==> src/rtl/vregm_pkg.sv <==
// Shared types and helpers for the vector register file slice.
package vregm_pkg;

  typedef enum logic {CLEAR = 1'b0, READY = 1'b1} state_t;

  localparam int DEF_XLEN  = 32;
  localparam int DEF_LANES = 4;
  localparam int DEF_NREGS = 16;
  localparam int DEF_NREAD = 2;

  function automatic int clog2(input int n);
    int r;
    r = 0;
    while ((1 << r) < n) r++;
    return r;
  endfunction

  // Low bit of lane 'lane' inside a packed LANES*XLEN word
  function automatic int lane_lo(input int lane, input int xlen);
    return lane * xlen;
  endfunction

endpackage

==> src/rtl/vregm_clear_seq.sv <==
// Post-reset clear sequencer: sweeps every register address once, then holds READY.
// One address per cycle, NREGS cycles after reset release; no backpressure.
module vregm_clear_seq
  import vregm_pkg::*;
#(
  parameter int NREGS = DEF_NREGS,
  parameter int AW    = clog2(NREGS)
) (
  input  logic          i_clk,
  input  logic          i_rst,
  output logic          o_ready,
  output logic          o_clr_we,
  output logic [AW-1:0] o_clr_addr
);

  localparam logic [AW:0] LAST_IDX = (AW+1)'(NREGS - 1);
  localparam logic [AW:0] ONE      = (AW+1)'(1);

  state_t        r_state;
  logic [AW:0]   r_clr_idx;
  logic          r_ready;

  always_ff @(posedge i_clk or posedge i_rst) begin
    if (i_rst) begin
      r_state   <= CLEAR;
      r_clr_idx <= '0;
      r_ready   <= 1'b0;
    end else begin
      case (r_state)
        CLEAR: begin
          r_clr_idx <= r_clr_idx + ONE;
          if (r_clr_idx == LAST_IDX) begin
            r_state <= READY;
            r_ready <= 1'b1;
          end
        end
        READY: r_ready <= 1'b1;
      endcase
    end
  end

  assign o_ready    = r_ready;
  assign o_clr_we   = (r_state == CLEAR);
  assign o_clr_addr = r_clr_idx[AW-1:0];

endmodule

==> src/rtl/vregm.sv <==
// Multi-lane vector register file with write-through bypass, busy scoreboard and post-reset clear.
// Reads are combinational (0 cycles), writes land at the next edge; ports ignored until o_ready.
module vregm
  import vregm_pkg::*;
#(
  parameter int XLEN     = DEF_XLEN,
  parameter int LANES    = DEF_LANES,
  parameter int NREGS    = DEF_NREGS,
  parameter int NREAD    = DEF_NREAD,
  parameter int ZERO_REG = 1,
  parameter int AW       = clog2(NREGS)
) (
  input  logic                        i_clk,
  input  logic                        i_rst,
  input  logic [NREAD*AW-1:0]         i_rd_addr,
  output logic [NREAD*LANES*XLEN-1:0] o_rd_data,
  output logic [NREAD-1:0]            o_rd_busy,
  input  logic                        i_wr_en,
  input  logic [AW-1:0]               i_wr_addr,
  input  logic [LANES-1:0]            i_wr_mask,
  input  logic [LANES*XLEN-1:0]       i_wr_data,
  input  logic                        i_wr_last,
  input  logic                        i_iss_en,
  input  logic [AW-1:0]               i_iss_addr,
  output logic                        o_ready
);

  localparam int  RW = LANES * XLEN;
  localparam bit  ZR = (ZERO_REG != 0);

  logic [RW-1:0]    r_mem [NREGS];
  logic [NREGS-1:0] r_busy;

  logic             w_ready;
  logic             w_clr_we;
  logic [AW-1:0]    w_clr_addr;
  logic             w_port_we;
  logic             w_iss_ok;

  vregm_clear_seq #(
    .NREGS (NREGS),
    .AW    (AW)
  ) u_clear_seq (
    .i_clk      (i_clk),
    .i_rst      (i_rst),
    .o_ready    (w_ready),
    .o_clr_we   (w_clr_we),
    .o_clr_addr (w_clr_addr)
  );

  assign w_port_we = w_ready && i_wr_en && !(ZR && (i_wr_addr == '0));
  assign w_iss_ok  = w_ready && i_iss_en && !(ZR && (i_iss_addr == '0));

  // Clear sweep owns the array until ready, so the two writers never collide
  always_ff @(posedge i_clk) begin
    if (w_clr_we) begin
      r_mem[w_clr_addr] <= '0;
    end else if (w_port_we) begin
      for (int l = 0; l < LANES; l++) begin
        if (i_wr_mask[l]) begin
          r_mem[i_wr_addr][lane_lo(l, XLEN) +: XLEN] <= i_wr_data[lane_lo(l, XLEN) +: XLEN];
        end
      end
    end
  end

  // Issue is applied after the clear so a same-cycle set wins
  always_ff @(posedge i_clk or posedge i_rst) begin
    if (i_rst) begin
      r_busy <= '0;
    end else if (w_ready) begin
      if (i_wr_en && i_wr_last) r_busy[i_wr_addr] <= 1'b0;
      if (w_iss_ok)             r_busy[i_iss_addr] <= 1'b1;
    end
  end

  for (genvar p = 0; p < NREAD; p++) begin : g_rd
    logic [AW-1:0] w_ra;
    logic          w_zero;
    logic          w_hit;

    assign w_ra   = i_rd_addr[p*AW +: AW];
    assign w_zero = ZR && (w_ra == '0);
    assign w_hit  = i_wr_en && (i_wr_addr == w_ra);

    for (genvar l = 0; l < LANES; l++) begin : g_ln
      assign o_rd_data[p*RW + l*XLEN +: XLEN] =
        (!w_ready || w_zero)       ? '0 :
        (w_hit && i_wr_mask[l])    ? i_wr_data[l*XLEN +: XLEN] :
                                     r_mem[w_ra][l*XLEN +: XLEN];
    end

    assign o_rd_busy[p] = w_ready && !w_zero && r_busy[w_ra] && !(w_hit && i_wr_last);
  end

  assign o_ready = w_ready;

endmodule

==> config.mk <==
export PLATFORM = sky130hd
export DESIGN_NAME = vregm
export DESIGN_NICKNAME = d
export VERILOG_FILES = /design/src/rtl/vregm_pkg.sv /design/src/rtl/vregm_clear_seq.sv /design/src/rtl/vregm.sv
export SDC_FILE = /design/constraint.sdc
export NUM_CORES = 2
export LEC_CHECK = 0
export CORE_MARGIN = 10
export CORE_UTILIZATION = 51
export DETAILED_ROUTE_END_ITERATION = 10
export GPL_ROUTABILITY_DRIVEN = 1
export PLACE_DENSITY = 0.67
export SYNTH_ARGS = -nofsm -noshare
export SYNTH_HDL_FRONTEND = slang
export SYNTH_SLANG_ARGS = --single-unit
==> constraint.sdc <==
create_clock -name i_clk -period 5 [get_ports i_clk]
set_input_delay 0.5 -clock i_clk [delete_from_list [all_inputs] [get_ports i_clk]]
set_output_delay 0.5 -clock i_clk [all_outputs]
set_load 0.1 [all_outputs]
# Word-level counts from Yosys, hierarchy flattened
# Memory sizes are Yosys's and may differ from the RTL's.
# Cells that the tools add are included.
# classes
addsub	1
multipliers	0
n_div	0
magnitude_cmp	6
n_eq_ne	4
shifts	0
muxes	51
n_bitwise	4
reduce_logical	39
# ops
op	count
$mux W32	16
$mux W128	1
$reduce_or A128 Y1	1
$mux W16	3
$logic_and A1 B1 Y1	25
$mux W1	24
$lt A4 B5 Y1 const B	4
$and A16 B16 Y16	1
$logic_not A4 Y1	4
$not A16 Y16	1
$or A16 B16 Y16	1
$bmux W1 S4	2
$demux W1 S4	2
$eq A4 B4 Y1	2
$ge A4 B1 Y1 const B	2
$mux W4	2
$logic_not A1 Y1	7
$add A5 B1 Y5 const B	1
$eq A5 B4 Y1 const B	1
$logic_or A1 B1 Y1	2
$ne A2 B2 Y1 const B	1
$pmux W1 S2	1
$not A1 Y1	1
# totals
ff_bits	23
latchBits	0
ram_bits	2048
romBits	0
input_bits	153
output_inout_bits	259
word_cells	110
memories	1
# memory_table
name	words	word_bits	read_ports	rd_clocked_by_memory_dff	write_ports	line	rtl
r_mem	16	128	2	0	1	vregm.sv:31	logic [RW-1:0] r_mem [NREGS];

# Logic depth before layout (Yosys ltp)
# depth
ltp_word	10
mapped_depth	8
ltp_nobuf	4

# Modules after synthesis
# A second synthesis with hierarchy kept.
# hier_totals
hier_cells	4897
area_unflattened_um2	96274.8
# by_module_without_submodules
mod	n_inst	cells_per_inst	area_per_inst_um2	seq_area_each_um2
vregm	1	4871	95952.0	61899.4
vregm_clear_seq	1	26	322.8	175.2

# Worst setup path after synthesis
# Ideal clock, no wire load.
# synth_path
path_type	reg-to-reg
start	register u_clear_seq.r_ready, in the netlist u_clear_seq.o_ready
end	memory r_mem[13][0] (netlist bit) (enable)
setup_ns	0.461
arrival_time_ns	4.584
required_ns	4.539
setup_slack_ns	-0.045
stages_incl_launch_ff	6
path_buffers	1
synth_period_minus_slack_ns	5.045
cell_sequence	dfrtp_1 > nand2_1 > a211oi_2 > mux2_2 > buf_2 > nor3_1
# synth_via
elab_chain_len	7
elab_cells_between_ends	17
classes_between	14 x mux; 3 x reduce/logical
# synth_rtl
element	line	rtl
start, declared	vregm_clear_seq.sv:21	logic r_ready;
start signal, assigned	vregm_clear_seq.sv:27	r_ready <= 1'b0;
start signal, assigned	vregm_clear_seq.sv:34	r_ready <= 1'b1;
start signal, assigned	vregm_clear_seq.sv:37	READY: r_ready <= 1'b1;
$logic_and A1 B1 Y1 * (2 in series)	vregm.sv:51	assign w_port_we = w_ready && i_wr_en && !(ZR && (i_wr_addr == '0));
$mux W1	vregm.sv:58	end else if (w_port_we) begin
$mux W1	vregm.sv:56	if (w_clr_we) begin
$mux W1 (implied by the code)	vregm.sv:61	r_mem[i_wr_addr][lane_lo(l, XLEN) +: XLEN] <= i_wr_data[lane_lo(l, XLEN) +: XLEN];
$reduce_or A128 Y1 (no line)	n/a	
$mux W4 (no line)	n/a	
end, declared	vregm.sv:31	
# Mark *: on every way between the ends. The rest lies on a longest branch, timed or not.

# Worst setup path in the final report
# layout_path
start	register u_clear_seq.r_ready, in the netlist u_clear_seq.o_ready
end	output port o_rd_data[245]
# layout_via
elab_chain_len	3
# layout_rtl
element	line	rtl
$logic_not A1 Y1	vregm.sv:88	(!w_ready || w_zero) ? '0 :
$logic_or A1 B1 Y1	vregm.sv:88	
$mux W32	vregm.sv:88	
end, declared	vregm.sv:16	output logic [NREAD*LANES*XLEN-1:0] o_rd_data,
# Every way passes these cells.

==> results.md <==
- Sequential Area: between 0.06 and 0.07 mm2
- Non-filler cells, final: between 7000 and 8000
- Slew headroom: 0.264
- Std-Cell Core Area: roughly 0.19 mm2
- Clk Latency, worst-skew pair: 0.83 ns
- Ranking of synthesized cells by area: edfxtp_1, mux4_2, a22o_1, a22oi_1, mux2i_1
- Critical-path cell list: o41ai_2 -> buf_4 -> or4_4 -> or4_2 -> o22ai_1 -> buf_12
- Hold Crit Class: in2async
- EDFF count, synth: slightly above 2000
- Arrival @ worst endpoint: slightly above 4 ns
- Drt drc: 0
- Ys async rst share: 0.0111
- Leakage: between 30 and 40 nW
- Syn nets: 5088
- Worst Path Class, Setup: reg2out
- Routed vias/inst: approximately 7.0
- Via count: approximately 56000
- TritonRoute pass-1 iters: 5
- Mapped Area: around 0.097 mm2
- Leading area contributor after synthesis: edfxtp_1
- Power Dens Cells: approximately 350 mW/mm2
- CP peak stage delay: 1.04 ns
- Multi-input gate area: 0.0335 mm2
- Status: finished clean
- Initial Utilization: 0.515
- WP data required: roughly 4.5 ns
- Register area share after synthesis: 0.640
- Fin Setup TNS: 0 ns
- Clock slew at reported path FFs: approximately 0.06 ns
- First-pass GRT wire length: 404 mm
- Synth Warn #: 0
- Final #Nets: about 5500
- Synth cell types: 51
- Max clock buf depth: 3
- RSZ-0062 raised after global routing: false
- Final HPWL DP: ~150 mm
- GRT Total Usage: 0.264
- Area Growth Syn to Fin: 17.8%
- Final hold slack: between 0.4 and 0.5 ns
- CTS tree: yes
- CP max stage cell: or4_2
- H-tree depth: 4
- Row cnt: 159
- CP Capture Type: primary output
- Die Ht: between 400 and 500 um
- DIE WIDTH: 456 um
- PortBufs: between 400 and 500
- TritonCTS buffer count: 210
- Final Instance Area: around 0.11 mm2
- Routability-driven placement congestion ratio: approximately 0.79
- Yosys reg bits: approximately 2100
- Max cap viols: 0
- CTS root buf: clkbuf_16
- Die area: a little over 0.2 mm2
- DP Cell Count: approximately 7600
- # setup viols final: 0
- Routed len/inst: around 35 um
- Placed Area: 0.108 mm2
- Ports: 412
- Area share of the largest cell type after synthesis: 0.634
- Overflow after GRT: 0
- CTS Hold Bufs: 0
- Cells on worst reg2reg path: 5
- Post-route ant nets: 0
- Crit start category: flip-flop
- Clk_skew: roughly 0.023 ns
- Vias in the first global route: slightly below 60000
- Final Critical Period: roughly 4.6 ns
- Prevailing post-synth register cell: edfxtp_1
- Final wirelength: roughly 280 mm
- Initial DRC count: about 6300
- Slew Limit Fails: 0
- Final hold viol count: 0
- Clock sinks: 2071
- Post-CTS Setup Inserts: 0
- Avg Inst Size Synth: approximately 20 um2
- Max FO, Critical Path: 31
- Commonest cells in the netlist: edfxtp_1, mux4_2, a22oi_1
- Final Cycle Share: 0.918
- Fillers: 13200
- Largest net degree at the start of global routing: 112
- Initial antenna violation count: 19
- Measured slew at the worst slew-check pin: roughly 1.1 ns
- VDD IR max: 0.000320 V
- Layout cells sized above 1: 0.342
- Cells after synthesis: just under 5000
- FMAX: 218 MHz
- Most common cell in the netlist: edfxtp_1
- Resized Gates After CTS: 0
## flip-flops by register name, summed over array words and instances, names as in the netlist
name	count
r_mem	2048
r_busy	16
u_clear_seq.r_clr_idx	5
u_clear_seq.o_ready	1
u_clear_seq.r_state	1
## final timing paths
check | startpoint | to | slack, ns
max in group asynchronous | i_rst | r_busy[5] | 4.02
min in group i_clk | i_iss_addr[0] | r_busy[8] | 0.42
worst min register to register | r_busy[0] | r_busy[0] | 0.53
worst max register to register | u_clear_seq.r_state | r_mem[5][119] | 1.39
worst max-delay path | u_clear_seq.o_ready | o_rd_data[245] | 0.41
worst min-delay path | i_rst | u_clear_seq.r_clr_idx[1] | 0.40
## where the power goes
part	leakage (nW)	internal (W)	switching, W
clock network	3.25	0.00888	0.00657
registers	21.6	0.0192	0.0000288
logic	14.9	0.00187	0.00338
total	39.7	0.0299	0.00998
## critical path: cells and delay by family (launching register included)
family,cells,cell delay [ns]
flip-flops,1,0.55
buffers and inverters,2,0.42
AND/OR/NAND/NOR,2,1.64
AO/OA/AOI/OAI,2,0.62
## per-layer routing
layer	vias up	global-route usage	routed length (um)
met5	-	0	13
met4	2	0.113	12600
met3	588	0.0439	23000
met2	2972	0.440	141000
met1	29900	0.345	103000
li1	22300	-	-
## kinds of logic (layout without fill, tap and decap cells)
group                      count (synthesis)  count (layout)  share of synthesized area
buffers and inverters                    465            1005                     0.0200
other                                      0              10                          0
xor gates and xnor gates                   9               9                   0.000813
adders and majority gates                  2               2                   0.000258
muxes                                   1177            1177                      0.255
DFF                                     2071            2071                      0.640
and+or+nand+nor                          395             395                     0.0210
AOI/OAI and AO/OA                        814             814                     0.0626
## through the flow
step / power, W / util / setup WS, ns
floorplan: 0.0229 / - / -0.0452
global placement: 0.0248 / 0.571 / 0.708
detailed placement: 0.0249 / 0.571 / 0.629
CTS: 0.0401 / 0.606 / 0.396
global route: 0.0410 / 0.606 / 0.319
finish: 0.0399 / 0.606 / 0.410
## layout make-up
| type | count | area share |
|---|---|---|
| Clock buffer | 256 | 0.0486 |
| Timing Repair Buffer | 587 | 0.0758 |
| Sequential cell | 2071 | 0.543 |
| Antenna cell | 10 | 0.000219 |
| Tap cell | 2495 | 0.0273 |
| Clock inverter | 123 | 0.00991 |
| Inverter | 39 | 0.00128 |
| Multi-Input combinational cell | 2397 | 0.293 |
## cell usage in the layout, fill, tap and decap left out, drive strengths merged, types with 3 or more instances in the layout
cell type,n
a21boi,4
a22o,286
a22oi,319
a31oi,4
a41oi,3
and2,131
and3,4
buf,440
bufinv,20
clkbuf,257
clkdlybuf4s50,146
clkinv,86
clkinvlp,12
dfrtp,23
diode,10
edfxtp,2048
inv,44
mux2,6
mux2i,137
mux4,1034
nand2,112
nand2b,7
nand3,3
nand4,4
nor2,41
nor2b,9
nor3,66
nor4,7
o21ai,156
o22ai,32
o41ai,3
xnor2,8
(Power assumes the default switching activity.)
